===== src/rtl/alu_mul_seq_pkg.sv =====
// Shared definitions for the multi-cycle multiply sequencer: ALU op codes,
// FSM state encoding and iteration sizing.
package alu_mul_seq_pkg;

  localparam int unsigned W     = 32;
  localparam int unsigned ITERS = 32;
  localparam int unsigned CNT_W = 6;

  typedef enum logic [2:0] {
    OP_AND   = 3'b000,
    OP_OR    = 3'b001,
    OP_ADD   = 3'b010,
    OP_SLL   = 3'b011,
    OP_SLTIU = 3'b100,
    OP_LUI   = 3'b101,
    OP_SUB   = 3'b110,
    OP_SLT   = 3'b111
  } aluop_e;

  typedef enum logic [2:0] {
    S_IDLE = 3'd0,
    S_NEGA = 3'd1,
    S_NEGB = 3'd2,
    S_ITER = 3'd3,
    S_FIXL = 3'd4,
    S_FIXH = 3'd5,
    S_DONE = 3'd6
  } state_e;

endpackage


===== src/rtl/alu_mul_seq.sv =====
// Shift-add 32x32->64 multiplier that borrows the execute-stage ALU for every
// add/subtract; signed operands are handled by sign-magnitude conversion.
module alu_mul_seq
  import alu_mul_seq_pkg::*;
(
  input  logic         clk,
  input  logic         rst,
  input  logic         start,
  input  logic         sign,
  input  logic [W-1:0] a,
  input  logic [W-1:0] b,
  output logic         busy,
  output logic         done,
  output logic [W-1:0] hi,
  output logic [W-1:0] lo,
  output logic [W-1:0] alu_A,
  output logic [W-1:0] alu_B,
  output logic [2:0]   alu_ALUop,
  input  logic [W-1:0] alu_Result,
  input  logic         alu_CarryOut
);

  state_e           state;
  logic [W-1:0]     mcand;
  logic [CNT_W-1:0] cnt;
  logic             neg_res;
  logic             neg_b;
  logic             brw;

  // ALU operand steering; IDLE/DONE park the ALU on a harmless 0+0
  always_comb begin
    alu_A     = '0;
    alu_B     = '0;
    alu_ALUop = OP_ADD;
    case (state)
      S_NEGA: begin
        alu_B     = mcand;
        alu_ALUop = OP_SUB;
      end
      S_NEGB, S_FIXL: begin
        alu_B     = lo;
        alu_ALUop = OP_SUB;
      end
      S_ITER: begin
        alu_A = hi;
        alu_B = mcand;
      end
      S_FIXH: begin
        alu_A = ~hi;
        alu_B = {{(W-1){1'b0}}, brw};
      end
      default: ;
    endcase
  end

  // Sequencer and datapath registers; lo doubles as the multiplier shifter
  always_ff @(posedge clk or posedge rst) begin
    if (rst) begin
      state   <= S_IDLE;
      hi      <= '0;
      lo      <= '0;
      mcand   <= '0;
      cnt     <= '0;
      neg_res <= 1'b0;
      neg_b   <= 1'b0;
      brw     <= 1'b0;
      busy    <= 1'b0;
      done    <= 1'b0;
    end else begin
      done <= 1'b0;
      case (state)
        S_IDLE: begin
          if (start) begin
            mcand   <= a;
            lo      <= b;
            hi      <= '0;
            cnt     <= CNT_W'(ITERS);
            neg_res <= sign & (a[W-1] ^ b[W-1]);
            neg_b   <= sign & b[W-1];
            busy    <= 1'b1;
            if (sign & a[W-1])      state <= S_NEGA;
            else if (sign & b[W-1]) state <= S_NEGB;
            else                    state <= S_ITER;
          end
        end
        S_NEGA: begin
          mcand <= alu_Result;
          state <= neg_b ? S_NEGB : S_ITER;
        end
        S_NEGB: begin
          lo    <= alu_Result;
          state <= S_ITER;
        end
        S_ITER: begin
          if (lo[0]) {hi, lo} <= {alu_CarryOut, alu_Result, lo[W-1:1]};
          else       {hi, lo} <= {1'b0, hi, lo[W-1:1]};
          cnt <= cnt - CNT_W'(1);
          if (cnt == CNT_W'(1)) begin
            if (neg_res) begin
              state <= S_FIXL;
            end else begin
              state <= S_DONE;
              done  <= 1'b1;
            end
          end
        end
        S_FIXL: begin
          lo    <= alu_Result;
          brw   <= alu_CarryOut;
          state <= S_FIXH;
        end
        S_FIXH: begin
          hi    <= alu_Result;
          state <= S_DONE;
          done  <= 1'b1;
        end
        S_DONE: begin
          state <= S_IDLE;
          busy  <= 1'b0;
        end
        default: begin
          state <= S_IDLE;
          busy  <= 1'b0;
        end
      endcase
    end
  end

endmodule


===== config.mk =====
export PLATFORM = sky130hd
export DESIGN_NAME = alu_mul_seq
export DESIGN_NICKNAME = d
export VERILOG_FILES = /design/src/rtl/alu_mul_seq_pkg.sv /design/src/rtl/alu_mul_seq.sv
export SDC_FILE = /design/constraint.sdc
export NUM_CORES = 1
export LEC_CHECK = 0
export ABC_AREA = 0
export CELL_PAD_IN_SITES_DETAIL_PLACEMENT = 1
export CELL_PAD_IN_SITES_GLOBAL_PLACEMENT = 1
export CORE_AREA = 3 3 197 151
export DETAILED_ROUTE_END_ITERATION = 16
export DIE_AREA = 0 0 200 154
export PLACE_DENSITY = 0.63
export SLEW_MARGIN = 10
export SYNTH_ARGS = -nofsm -noshare
export SYNTH_HDL_FRONTEND = slang
export SYNTH_SLANG_ARGS = --single-unit

===== constraint.sdc =====
create_clock -name clk -period 3.8 [get_ports clk]
set_clock_uncertainty 0.05 [all_clocks]
set_input_delay 0.95 -clock clk [delete_from_list [all_inputs] [get_ports clk]]
set_output_delay 0.95 -clock clk [all_outputs]
set_load 0.05 [all_outputs]

==> flow_metrics.env, run 1 <==
export IMPL_status="completed"
export IMPL_synth_top_area_cell="dfrtp_1"
export IMPL_synthArstFlopShare_pct=100
export IMPL_max_slew_margin_rel_pct=33.9
export IMPL_rrSetupSlack_ns=0.99
export IMPL_synth_top_area_share_pct=39.7
export IMPL_numCtsBuffers=9
export IMPL_netlist_instances=745
export IMPL_port_buffers=231
export IMPL_synthTopCellsByArea="dfrtp_1, mux2_4, nand2_1, mux2i_1, nand3_1"
export IMPL_ys_warnings_count=0
export IMPL_ys_flop_type="dfrtp_1"
export IMPL_utilization_pct=38.0
export IMPL_drtIter0Drc=339
export IMPL_critPathMaxFanout=21
export IMPL_clockBufferDepth=2
export IMPL_maxCapViolCount=0
export IMPL_synth_edf_count=0
export IMPL_synth_fp_nets=848
export IMPL_coreArea_um2=27900
export IMPL_drc=0
export IMPL_cts_clk_slew_worst_paths_ns=0.07
export IMPL_antenna_found_initial=0
export IMPL_synth_cell_types=47
export IMPL_post_cts_buffers=0
export IMPL_syn_area_um2=6940
export IMPL_grt_max_degree=58
export IMPL_final_hold_viol_count=0
export IMPL_period_share_pct=94.7
export IMPL_gp_congestion=0.748
export IMPL_setup_tns_ns=0
export IMPL_clk_latency_ns=0.37
export IMPL_fin_nets=1037
export IMPL_ant_nets=0
export IMPL_avgRoutedWirePerCell_um=22.7
export IMPL_final_area_um2=10600
export IMPL_cts_tree="built"
export IMPL_h_tree_depth=3
export IMPL_cts_resized_gates=0
export IMPL_vias=6842
export IMPL_hp_class="reg -> reg"
export IMPL_critical_path_endpoint_type="output pin"
export IMPL_worst_setup_path_type="reg -> out"
export IMPL_hold_worst_slack_ns=0.452
export IMPL_cts_hold_buffers=0
export IMPL_grt_pass1_wl_um=46000
export IMPL_rsz0062_at_grt="no"
export IMPL_area_growth_pct=52.8
export IMPL_drive_above_1_share_pct=16.6
export IMPL_seqCellArea_um2=2760
export IMPL_cellLeakagePower_uw=0.00443
export IMPL_ir_drop_mv=0.684
export IMPL_die_h_um=154
export IMPL_grt_pass1_vias=7131
export IMPL_arrival_ns=2.60
export IMPL_max_freq_ghz=0.278
export IMPL_cts_sinks=110
export IMPL_dpl_hpwl_um=20900
export IMPL_maxSlewViolCount=0
export IMPL_grt_use_total_pct=19.4
export IMPL_start_kind="register"
export IMPL_start_util_pct=24.9
export IMPL_setup_viol=0
export IMPL_clockRootBuffer="clkbuf_16"
export IMPL_cp_data_required_time_ns=2.80
export IMPL_multi_input_area_um2=3730
export IMPL_avgSynthCellArea_um2=9.31
export IMPL_power_density_nw_per_um2=1080
export IMPL_rows=53
export IMPL_die_w_um=200
export IMPL_drtPass1Iterations=5
export IMPL_die_area_um2=30800
export IMPL_fin_crit_ns=3.60
export IMPL_grt_overflow=0
export IMPL_max_slew_worst_pin_slew_ns=0.986
export IMPL_wirelength_um=30000
export IMPL_fillers=3113
export IMPL_n_antenna_cell=0
export IMPL_vias_per_cell=5.17
export IMPL_io_pins=234
export IMPL_postPlaceCellArea_um2=10300
export IMPL_synth_seq_cells=110
export IMPL_yosysSeqAreaShare_pct=39.7
==> metal layers <==
layer | routed length (um) | global-route usage, % | up-vias
met1 | 14700 | 28.3 | 3497
met5 | 0 | 0 | -
li1 | - | - | 3131
met3 | 1620 | 3.66 | 16
met4 | 235 | 3.12 | 0
met2 | 13500 | 30.3 | 198
==> logic make-up after synthesis <==
| group | Yosys count | synth area share, % |
|---|---|---|
| AOI/OAI and AO/OA | 239 | 26.3 |
| and+or+nand+nor | 207 | 13.8 |
| buffers and inverters | 114 | 7.34 |
| DFF | 110 | 39.7 |
| muxes | 68 | 12.0 |
| xor gates and xnor gates | 3 | 0.379 |
| adders and majority gates | 2 | 0.361 |
| other | 2 | 0.108 |
==> power by group <==
part	switching (uW)	internal (uW)
registers	610	1720
clock network	458	599
logic	4700	3390
total	5770	5710
==> placed cells by master (no fill, tap or decap), types with 2 or more instances in the layout <==
cell type and n:
o2bb2ai_1 33, a211o_1 31, clkdlybuf4s50_1 166, nor2_1 5
a21boi_0 32, clkbuf_16 9, inv_1 34, a31oi_1 3
o311ai_0 31, o21ai_0 36, buf_12 67, dfrtp_1 106
nand3_1 69, nor3_1 3, nor2b_1 3, clkinvlp_4 2
mux2_4 29, a22o_1 32, ha_1 2, mux2_2 4
conb_1 2, nand3b_1 2, nand2_1 110, o22ai_1 31
mux2i_1 35, xor2_1 2, bufinv_16 2, nand2b_1 2
clkbuf_1 3, dfrtp_2 4, buf_4 23, or3b_2 2
and3b_2 2
==> cell type report <==
type,instances,share of cell area (%)
clock buffer,13,2.36
clock inverter,3,0.637
inverter,35,1.27
multi-input combinational,521,35.2
sequential,110,26.0
tap,385,4.54
timing repair buffer,257,30.0
==> flip-flops by register name, indices dropped and copies added (netlist names) <==
| name | count |
|---|---|
| hi | 32 |
| lo | 32 |
| mcand | 32 |
| cnt | 6 |
| state | 3 |
| brw | 1 |
| busy | 1 |
| done | 1 |
| neg_b | 1 |
| neg_res | 1 |
==> worst max-delay path, stage by stage (launching register included) <==
cell and delay [ns]:
dfrtp_2 0.59, xor2_1 0.46, nand2_1 0.13, mux2i_1 0.21, clkdlybuf4s50_1 0.85
==> worst paths after layout <==
path / from / endpoint / cells past startpoint
setup / recovery: state[1] / alu_B[0] / 4
hold / removal: cnt[5] / cnt[5] / 1
setup reg to reg: state[1] / hi[27] / 6
hold reg to reg: cnt[5] / cnt[5] / 1
max in group asynchronous: rst / lo[15] / 3
min in group asynchronous: rst / lo[2] / 2
==> Yosys cell counts (4+ instances only) <==
| library cell | instances |
|---|---|
| mux2_4 | 29 |
| a22o_1 | 32 |
| buf_6 | 4 |
| buf_2 | 29 |
| nor2b_1 | 4 |
| a21boi_0 | 32 |
| clkbuf_1 | 38 |
| a211o_1 | 31 |
| dfrtp_1 | 110 |
| mux2i_1 | 35 |
| buf_4 | 4 |
| mux2_2 | 4 |
| nor2_1 | 6 |
| o311ai_0 | 31 |
| nand2_1 | 110 |
| o2bb2ai_1 | 33 |
| o22ai_1 | 31 |
| nand3_1 | 69 |
| buf_1 | 4 |
| inv_1 | 35 |
| o21ai_0 | 36 |
==> metrics by stage <==
step | worst slack [ns] | power (uW) | cells
2_1_floorplan | 0.627 | 7070 | 745
6_report | 0.200 | 11500 | 1324
4_1_cts | 0.198 | 11600 | 1324
5_1_grt | 0.00839 | 12100 | 1324
3_5_place_dp | 0.611 | 10500 | 1308
3_3_place_gp | 0.574 | 10400 | 1308
Note: power is estimated with default switching activity, not from simulation.
==> run 2: changes to the inputs <==
--- a/constraint.sdc
+++ b/constraint.sdc
@@ -4,2 +4,2 @@
 set_output_delay 0.95 -clock clk [all_outputs]
-set_load 0.05 [all_outputs]
+set_load 0.005 [all_outputs]
==> run 2 against run 1 <==
Clock power is essentially flat. Sequential power is essentially flat. Die area is the same. Non-clock buffer count is the same.
==> flow_metrics.env, run 2 (same netlist as run 1, synthesis figures left out) <==
export IMPL_crit_family="buffers and inverters"
export IMPL_final_common_cell="clkdlybuf4s50_1"
export IMPL_cts_hold_buffers=0
export IMPL_die_w_um=200
export IMPL_clk_latency_ns=0.37
export IMPL_cpMaxStageDelayCell="clkdlybuf4s50_1"
export IMPL_power_frac_comb_pct=58.4
export IMPL_antenna_found_initial=0
export IMPL_drtIter0Drc=340
export IMPL_fillers=3196
export IMPL_io_pins=234
export IMPL_h_tree_depth=3
export IMPL_setup_viol=0
export IMPL_max_slew_worst_pin_slew_ns=1.21
export IMPL_cts_resized_gates=0
export IMPL_max_freq_ghz=0.276
export IMPL_fin_crit_ns=3.62
export IMPL_coreArea_um2=27900
export IMPL_grt_max_degree=111
export IMPL_wirelength_um=29900
export IMPL_vias=6875
export IMPL_grt_pass1_vias=7144
export IMPL_dp_cells=1308
export IMPL_p_switching_uw=3220
export IMPL_maxSlewViolCount=0
export IMPL_dpl_hpwl_um=20700
export IMPL_clockBufferDepth=2
export IMPL_drtPass1Iterations=4
export IMPL_die_h_um=154
export IMPL_drive_above_1_share_pct=10.0
export IMPL_start_kind="register"
export IMPL_power_frac_seq_pct=28.7
export IMPL_grt_overflow=0
export IMPL_post_cts_buffers=0
export IMPL_clockRootBuffer="clkbuf_16"
export IMPL_period_share_pct=95.3
export IMPL_cellLeakagePower_uw=0.00411
export IMPL_path_cells="and3b_2, buf_4, nand2_1, o21ai_0, clkdlybuf4s50_1"
export IMPL_rows=53
export IMPL_critPathMaxFanout=23
export IMPL_avgRoutedWirePerCell_um=22.6
export IMPL_switching_share_pct=39.7
export IMPL_area_growth_pct=43.3
export IMPL_worst_setup_path_type="reg -> out"
export IMPL_ant_nets=0
export IMPL_crit_path_max_incr_delay_ns=0.60
export IMPL_grt_pass1_wl_um=45800
export IMPL_cts_sinks=110
export IMPL_arrival_ns=2.62
export IMPL_seqCellArea_um2=2760
export IMPL_cp_data_required_time_ns=2.80
export IMPL_numCtsBuffers=9
export IMPL_power_density_nw_per_um2=817
export IMPL_p_clk_share_pct=12.9
export IMPL_path_buf_inv=2
export IMPL_grt_use_total_pct=19.3
export IMPL_gp_congestion=0.758
export IMPL_start_util_pct=24.9
export IMPL_pre_cts_ws_ns=0.555
export IMPL_instances_no_fill=1324
export IMPL_cts_tree="built"
export IMPL_drc=0
export IMPL_maxCapViolCount=0
export IMPL_ir_drop_mv=0.274
export IMPL_setup_tns_ns=0
export IMPL_multi_input_area_um2=3730
export IMPL_fin_nets=1037
export IMPL_final_hold_viol_count=0
export IMPL_fin_ws_ns=0.179
export IMPL_p_int_uw=4900
export IMPL_n_antenna_cell=0
export IMPL_critical_path_endpoint_type="output pin"
export IMPL_rsz0062_at_grt="no"
export IMPL_cts_clk_slew_worst_paths_ns=0.08
export IMPL_status="completed"
export IMPL_reg_largest_list="hi x32, lo x32, mcand x32"
export IMPL_vias_per_cell=5.19
export IMPL_port_buffers=231
export IMPL_final_cell_mix="clkdlybuf4s50_1, nand2_1, dfrtp_1"
export IMPL_die_area_um2=30800
export IMPL_hp_class="reg -> reg"
export IMPL_max_slew_margin_rel_pct=19.6
-- run 2: changes by cell type in the layout (fill, tap and decap cells not counted), sizes merged --
cell	delta
inv	+2
buf	-64
clkbuf	-2
clkinv	+2
clkdlybuf4s50	+64
bufinv	-1
clkinvlp	-1
-- run 2: path summary, 6_finish.rpt --
path | from | end | slack [ns] | cells after the start
setup / recovery | state[2] | alu_A[5] | 0.18 | 5
hold / removal | cnt[5] | cnt[5] | 0.44 | 1
setup reg to reg | state[1] | hi[29] | 1.03 | 6
hold reg to reg | cnt[5] | cnt[5] | 0.44 | 1
max in group asynchronous | rst | mcand[11] | 2.11 | 3
min in group asynchronous | rst | mcand[2] | 1.02 | 3
-- run 2: power by group through the flow --
| stage | Combinational, uW | Sequential (uW) | Clock, uW |
|---|---|---|---|
| floorplan | 2560 | 2130 | 0 |
| global placement | 4680 | 2350 | 0 |
| detailed placement | 4770 | 2350 | 0 |
| CTS | 4800 | 2330 | 1080 |
| global route | 5170 | 2420 | 1120 |
| finish | 4740 | 2330 | 1050 |
-- run 2: per-stage QoR --
step | util, % | hold WS (ns) | cell area, um^2 | total power [uW]
after floorplan | - | 0.396 | 6940 | 4690
after global placement | 34.5 | 0.417 | 9630 | 7030
after detailed placement | 34.5 | 0.427 | 9630 | 7120
after CTS | 35.6 | 0.446 | 9940 | 8220
after global routing | 35.6 | 0.474 | 9940 | 8720
final | 35.6 | 0.443 | 9940 | 8120
-- run 2: final cells by class --
class                   instances  share of cell area [%]
clock buffers                  11                    2.44
clock inverters                 5                   0.680
inverters                      35                    1.36
multi-input cells             521                    37.5
flip-flops and latches        110                    27.7
well taps                     385                    4.85
repair buffers                257                    25.4
-- run 2: per-layer routing --
metal,GRT usage [%],up-vias,wire length (um)
met5,0,-,0
met4,3.45,0,380
met3,3.92,16,1720
met2,29.6,195,13100
met1,28.2,3521,14700
li1,-,3143,-
==> run 3: changes to the inputs <==
- CORE_AREA: 3 3 197 151 -> 3 3 154 193
- DIE_AREA: 0 0 200 154 -> 0 0 157 196
- PLACE_DENSITY: 0.63 -> 0.6
- clock period: 3.8 -> 3.5 ns (I/O delays scaled with it)
==> run 3 against run 2 <==
Count of clock-buffer cells in the layout is 1 lower. Cell area grew 0.34%. Sequential share of layout area down 0.069 points. Sequential power up 8%. Largest power group unchanged. Highest routed layer unchanged. Non-clock buffer count up 4. Register-to-register slack gained 0.06 ns. Total power increased by 8.2%. Sequential cell count stayed put.
==> flow_metrics.env, run 3 (same netlist as run 1, synthesis figures left out) <==
export IMPL_cts_clk_slew_worst_paths_ns=0.08
export IMPL_grt_pass1_vias=7294
export IMPL_reg_largest_list="hi x32, lo x32, mcand x32"
export IMPL_hold_worst_slack_ns=0.448
export IMPL_hp_class="reg -> reg"
export IMPL_setup_viol=0
export IMPL_die_h_um=196
export IMPL_drtPass1Iterations=4
export IMPL_wirelength_um=29900
export IMPL_die_area_um2=30800
export IMPL_endpoint="alu_B[0]"
export IMPL_port_buffers=231
export IMPL_fin_nets=1041
export IMPL_start_util_pct=24.9
export IMPL_crit_path_start="state[1]"
export IMPL_reg2reg_depth=5
export IMPL_power_frac_seq_pct=28.6
export IMPL_postPlaceCellArea_um2=9660
export IMPL_max_slew_worst_pin_slew_ns=0.755
export IMPL_cts_sinks=110
export IMPL_clockBufferDepth=2
export IMPL_p_int_uw=5330
export IMPL_drc=0
export IMPL_start_kind="register"
export IMPL_maxSlewViolCount=0
export IMPL_final_hold_viol_count=0
export IMPL_max_slew_margin_rel_pct=49.7
export IMPL_final_cell_mix="clkdlybuf4s50_1, nand2_1, dfrtp_1"
export IMPL_grt_pass1_wl_um=45700
export IMPL_rrSetupSlack_ns=1.09
export IMPL_cts_hold_buffers=0
export IMPL_multi_input_area_um2=3740
export IMPL_fin_crit_ns=3.37
export IMPL_seqCellArea_um2=2760
export IMPL_io_pins=234
export IMPL_cpMaxStageDelayCell="clkdlybuf4s50_1"
export IMPL_area_growth_pct=43.8
export IMPL_crit_path_max_incr_delay_ns=0.54
export IMPL_cp_data_required_time_ns=2.57
export IMPL_cts_tree="built"
export IMPL_avgRoutedWirePerCell_um=23.1
export IMPL_grt_use_total_pct=19.3
export IMPL_coreArea_um2=27800
export IMPL_vias=6736
export IMPL_final_common_cell="clkdlybuf4s50_1"
export IMPL_p_clk_share_pct=12.6
export IMPL_numCtsBuffers=9
export IMPL_status="completed"
export IMPL_critical_path_endpoint_type="output pin"
export IMPL_die_w_um=157
export IMPL_rsz0062_at_grt="no"
export IMPL_clockRootBuffer="clkbuf_16"
export IMPL_maxCapViolCount=0
export IMPL_ant_nets=0
export IMPL_worst_setup_path_type="reg -> out"
export IMPL_path_cells="buf_4, xor2_1, nand2_1, mux2i_1, clkdlybuf4s50_1"
export IMPL_clk_latency_ns=0.36
export IMPL_drtIter0Drc=236
export IMPL_arrival_ns=2.45
export IMPL_power_frac_comb_pct=58.8
export IMPL_final_area_um2=9970
export IMPL_grt_overflow=0
export IMPL_gp_congestion=0.766
export IMPL_antenna_found_initial=2
export IMPL_dpl_hpwl_um=20900
export IMPL_grt_max_degree=54
export IMPL_critPathMaxFanout=39
export IMPL_period_share_pct=96.3
export IMPL_cellLeakagePower_uw=0.00414
export IMPL_h_tree_depth=3
export IMPL_fillers=3170
export IMPL_r2r_end="hi[13]"
export IMPL_rows=68
export IMPL_switching_share_pct=39.3
export IMPL_setup_tns_ns=0
export IMPL_p_switching_uw=3450
export IMPL_vias_per_cell=5.20
export IMPL_drive_above_1_share_pct=10.6
export IMPL_max_freq_ghz=0.297
export IMPL_power_density_nw_per_um2=881
export IMPL_ir_drop_mv=0.287
export IMPL_worstReg2RegStart="state[1]"
run 3: cell count changes in the layout (fill, tap and decap cells not counted), moves of 2 or more:
cell	previous run	this run
inv_6	1	3
nand2_1	110	108
nand2_2	0	2
buf_12	2	5
diode_2	0	2
run 3: per-stage QoR:
stage	power [uW]	instances	util, %	setup slack [ns]
CTS	8930	1293	35.8	0.0257
floorplan	5090	745	-	1.14
global placement	7680	1277	34.7	0.488
global route	9460	1295	35.9	0.00163
detailed placement	7750	1277	34.7	0.429
finish	8790	1295	35.9	0.129
run 3: how the worst min path moves through the flow:
stage,to,depth (start not counted),startpoint
3_5_place_dp,neg_b,2,neg_b
2_1_floorplan,neg_b,2,neg_b
6_report,neg_b,2,neg_b
3_3_place_gp,neg_b,2,neg_b
4_1_cts,neg_b,2,neg_b
5_1_grt,cnt[4],1,cnt[4]
run 3: critical path, delay by kind of cell, from the launching register on:
family | cells | cell delay, ns
xor gates and xnor gates | 1 | 0.38
buffers and inverters | 2 | 0.95
DFF | 1 | 0.46
muxes | 1 | 0.19
and+or+nand+nor | 1 | 0.09
run 3: what timing repair did:
item	4_1_cts	5_1_grt
setup endpoints to repair	0	25
setup buffers	0	0
gates resized for setup	0	2
run 3: cell type report:
cell class / count / share of cell area [%]
Timing Repair Buffer: 261 / 26.0
Antenna cell: 2 / 0.0502
Clock buffer: 10 / 2.30
Inverter: 35 / 1.35
Sequential cell: 110 / 27.7
Multi-Input combinational cell: 521 / 37.5
Tap cell: 350 / 4.39
Clock inverter: 6 / 0.765
run 3: per-layer routing:
layer	wire length [um]	GRT usage [%]
met4	446	4.96
met1	12700	23.7
met2	15900	35.2
met3	893	2.36
met5	0	0
run 3: power groups by stage:
| stage | registers (uW) | clock network, uW | logic, uW |
|---|---|---|---|
| after detailed placement | 2540 | 0 | 5210 |
| final | 2520 | 1110 | 5160 |
| after CTS | 2530 | 1160 | 5240 |
| after global routing | 2630 | 1190 | 5640 |
| after global placement | 2540 | 0 | 5140 |
| after floorplan | 2310 | 0 | 2780 |
==> patch 1, RTL diff (settings of run 2) <==
The package constant `CNT_W` goes from 6 to 8.
--- a/src/rtl/alu_mul_seq_pkg.sv
+++ b/src/rtl/alu_mul_seq_pkg.sv
@@ -6,3 +6,3 @@
   localparam int unsigned ITERS = 32;
-  localparam int unsigned CNT_W = 6;
+  localparam int unsigned CNT_W = 8;
 
Check against the original RTL: no difference found for any inputs over 4 cycles, from zero or initial values and one cycle with rst high; that may be too few to reach the edited logic, so the function may still have changed.
==> patch 1 against run 2 <==
Synthesized area is 1.4% lower; setup slack better by 0.16 ns; sequential cell count is 2 higher; worst hold slack worse by 0.011 ns; cell area is 1.8% lower; routed wire length is 1.6% lower; utilization is 0.64 points lower.
Power is not compared: it rests on default switching activity, and its combinational part moved more than twofold at a synthesized area within 25%.
==> patch 1: results (changes against run 2) <==
status:
  outcome: "finished clean"
global_routing:
  grt_start_max_net_pins: 113  # +1.8%
  grt_usage: 0.190  # -0.00219
  grt_pass1_vias: 7184  # +0.56%
  grt_pass1_wl_mm: 45.2  # -1.2%
min_path:
  holdCritStartpoint: "cnt[7]"
  whs_endpoint: "cnt[7]"
synthesis:
  postSynthNetCount: 947  # +12%
  ys_seq_area_frac: 0.410  # +0.0128
  netlist_top_cells_area: "sky130_fd_sc_hd__dfrtp_1, sky130_fd_sc_hd__mux2i_1, sky130_fd_sc_hd__nor2_1, sky130_fd_sc_hd__a21oi_1, sky130_fd_sc_hd__nand2_1"
  syn_inst: 844  # +13%
  yosysUniqueCellTypes: 46  # -2.1%
  ys_top_cells_by_count: "sky130_fd_sc_hd__nor2_1, sky130_fd_sc_hd__dfrtp_1, sky130_fd_sc_hd__nand2_1, sky130_fd_sc_hd__a21oi_1, sky130_fd_sc_hd__o21ai_0"
timing:
  final.hold.worst_slack_ns: 0.432  # -0.0110 ns
  max-slew-margin-rel: 0.252  # +0.0557
critical_path:
  r2r_end: "lo[21]"
  ff2ff_setup_slack_ns: 1.31  # +0.28 ns
  rr_startpoint: "state[0]"
  critical_path.max_fanout: 14  # -39%
place:
  hpwl_mm: 20.9  # +1.3%
  count_of_input_and_output_buffers: 231  # unchanged
clock_network:
  clk-insertion-delay-late_ns: 0.35  # -0.02 ns
finish:
  finish.net_count: 1133  # +9.3%
  post_route_cells_drive_above_1_share: 0.0464  # -0.0537
detailed_routing:
  drt_iter0_drc: 335  # -1.5%
  route.detailed.vias_per_inst: 4.91  # -5.4%
  wire_per_inst_um: 20.7  # -8.3%
power:
  p_switching_uw: 963
==> patch 1: changes by cell type in the layout (fill, tap and decap cells not counted), moves of 34 or more <==
cell | before | now
sky130_fd_sc_hd__o21ai_0 | 36 | 70
sky130_fd_sc_hd__nor2_1 | 5 | 133
sky130_fd_sc_hd__a21oi_1 | 1 | 97
sky130_fd_sc_hd__nand3_1 | 69 | 6
sky130_fd_sc_hd__o21ai_1 | 0 | 34
==> patch 1: area by class of cell <==
| cell class | count | area [um2] |
|---|---|---|
| Antenna cell | 1 | 2.50 |
| Clock buffer | 12 | 246 |
| Clock inverter | 4 | 28.8 |
| Fill cell | 3293 | 18200 |
| Inverter | 5 | 22.5 |
| Multi-Input combinational cell | 652 | 3700 |
| Sequential cell | 112 | 2800 |
| Tap cell | 385 | 482 |
| Timing Repair Buffer | 250 | 2480 |
==> patch 1: worst max-delay path, cell delays in order, from the launching register on <==
cell and delay [ns]:
sky130_fd_sc_hd__dfrtp_1 0.40, sky130_fd_sc_hd__buf_4 0.24, sky130_fd_sc_hd__xor2_1 0.29, sky130_fd_sc_hd__nor2b_4 0.21
sky130_fd_sc_hd__buf_4 0.25, sky130_fd_sc_hd__a22o_1 0.18, sky130_fd_sc_hd__clkdlybuf4s50_1 0.53
==> patch 1: power by group through the flow <==
stage          combinational (mW)  clock [mW]  sequential (mW)
6_report                    0.843       0.954             1.46
5_1_grt                     0.931        1.04             1.48
2_1_floorplan               0.309           0             1.43
3_5_place_dp                0.851           0             1.48
3_3_place_gp                0.843           0             1.48
4_1_cts                     0.857        1.00             1.46
==> patch 1: cell families (layout without fill, tap and decap cells) <==
group	Yosys count	count (layout)	share of synthesized area
AOI/OAI and AO/OA	274	274	0.240
xor gates and xnor gates	2	2	0.00256
adders and majority gates	2	2	0.00366
buffers and inverters	80	271	0.0574
DFF	112	112	0.410
muxes	69	69	0.101
other	2	3	0.00110
and+or+nand+nor	303	303	0.184
==> patch 1: stage by stage <==
stage	util	setup WS [ns]	instance area, um2
3_3_place_gp	0.340	0.836	9490
6_report	0.350	0.340	9760
5_1_grt	0.350	0.218	9760
2_1_floorplan	-	1.44	6850
3_5_place_dp	0.340	0.760	9490
4_1_cts	0.350	0.346	9760
==> patch 1: worst max-delay path by stage <==
stage,slack [ns],end,depth (start not counted),start
6_report,0.34,alu_B[18],6,state[1]
5_1_grt,0.22,alu_B[31],6,state[1]
4_1_cts,0.35,alu_B[18],6,state[1]
3_5_place_dp,0.76,alu_B[18],6,state[1]
3_3_place_gp,0.84,alu_B[18],6,state[1]
2_1_floorplan,1.44,brw,1,rst
==> patch 1: metal layers <==
metal  vias to the layer above  global-route usage  wire length [um]
met5                         -                   0                 0
met4                         0              0.0322               259
met3                        15              0.0335              1670
met2                       162               0.274             12200
met1                      3485               0.298             15300
li1                       3317                   -                 -
==> patch 2, RTL diff (settings of run 2) <==
Made on the original files. Re-encode `state_e` (7 states) as one-hot, 7 bits wide.
--- a/src/rtl/alu_mul_seq_pkg.sv
+++ b/src/rtl/alu_mul_seq_pkg.sv
@@ -19,10 +19,10 @@
 
-  typedef enum logic [2:0] {
-    S_IDLE = 3'd0,
-    S_NEGA = 3'd1,
-    S_NEGB = 3'd2,
-    S_ITER = 3'd3,
-    S_FIXL = 3'd4,
-    S_FIXH = 3'd5,
-    S_DONE = 3'd6
+  typedef enum logic [6:0] {
+    S_IDLE = 7'b0000001,
+    S_NEGA = 7'b0000010,
+    S_NEGB = 7'b0000100,
+    S_ITER = 7'b0001000,
+    S_FIXL = 7'b0010000,
+    S_FIXH = 7'b0100000,
+    S_DONE = 7'b1000000
   } state_e;
Function: no difference found for any inputs over 4 cycles, from zero or initial values and one cycle with rst high; so few cycles prove little.
==> patch 2 against run 2 <==
Global-route usage decreased by 0.23 points; synthesized area decreased by 3.3%; critical path type unchanged; largest cell class unchanged; cell area increased by 2.3%; worst hold slack improved by 0.030 ns; total power decreased by 9.6%; count of clock-buffer cells in the layout increased by 14; routed wire length decreased by 2.0%; sequential cell count increased by 4; setup slack got worse by 0.023 ns.
==> patch 2: results (changes against run 2) <==
synthesis:
  netlist_top_cells_area: "sky130_fd_sc_hd__dfrtp_1, sky130_fd_sc_hd__mux2i_1, sky130_fd_sc_hd__a221o_1, sky130_fd_sc_hd__nor2_1, sky130_fd_sc_hd__a32oi_1"
  yosysUniqueCellTypes: 52  # +11%
  ys_top_cells_by_count: "sky130_fd_sc_hd__dfrtp_1, sky130_fd_sc_hd__nor2_1, sky130_fd_sc_hd__mux2i_1, sky130_fd_sc_hd__nand2_1, sky130_fd_sc_hd__nor3_1"
  syn_inst: 708  # -5.0%
  post_synth_xor_area_fraction: 0.0130  # +0.00926
critical_path:
  rr_startpoint: "state[0]"
  critical_path.max_fanout: 33  # +43%
  crit_arrival_ns: 2.64  # +0.02 ns
  setup.worst_path.end: "alu_ALUop[2]"
  ff2ff_setup_slack_ns: 0.97  # -0.06 ns
clock_network:
  clock_tree.htree_level_count: 4  # +1
  cts_made_buffers: 17  # +8
  cts_num_sinks: 114  # +3.6%
power:
  worst_ir_drop_vdd_uv: 353  # +29%
finish:
  multi_input_area_share: 0.346  # -0.0296
  seqAreaFraction: 0.281  # +0.00374
  non_clk_bufs: 266  # +3.5%
detailed_routing:
  drt-total-wl_mm: 29.3  # -2.0%
  num_vias: 6719  # -2.3%
  drt_iter0_drc: 367  # +7.9%
  first_pass_iters: 5  # +1
global_routing:
  grt_pass1_vias: 7118  # -0.36%
  grt_start_max_net_pins: 66  # -41%
  grt_usage: 0.190  # -0.00232
  grt.met2_usage: 0.290  # -0.00617
status:
  outcome: "finished clean"
timing:
  tightest_slew_ns: 0.882  # -0.324 ns
place:
  place.gp.congestion: 0.838  # +11%
-- patch 2: cell count changes in the layout (fill, tap and decap cells not counted), sizes merged, moves of 30 or more --
| cell | change |
|---|---|
| o2bb2ai | -33 |
| nor3 | +34 |
| a211o | -31 |
| nand3 | -63 |
| nand2 | -66 |
| o21a | +32 |
| a221o | +31 |
| a32oi | +31 |
| a21oi | +30 |
| mux2 | -31 |
| a21boi | -32 |
| nor2 | +73 |
| o311ai | -31 |
| inv | -32 |
-- patch 2: per-stage QoR --
| step | hold slack (ns) | area, um2 | utilization | total power, mW | worst slack (ns) |
|---|---|---|---|---|---|
| floorplan | 0.414 | 6720 | - | 3.99 | 1.05 |
| global placement | 0.450 | 9520 | 0.341 | 5.62 | 0.355 |
| detailed placement | 0.453 | 9520 | 0.341 | 5.67 | 0.366 |
| CTS | 0.465 | 10100 | 0.363 | 7.41 | 0.000742 |
| global route | 0.493 | 10200 | 0.364 | 7.83 | 0.00642 |
| finish | 0.473 | 10200 | 0.364 | 7.34 | 0.155 |
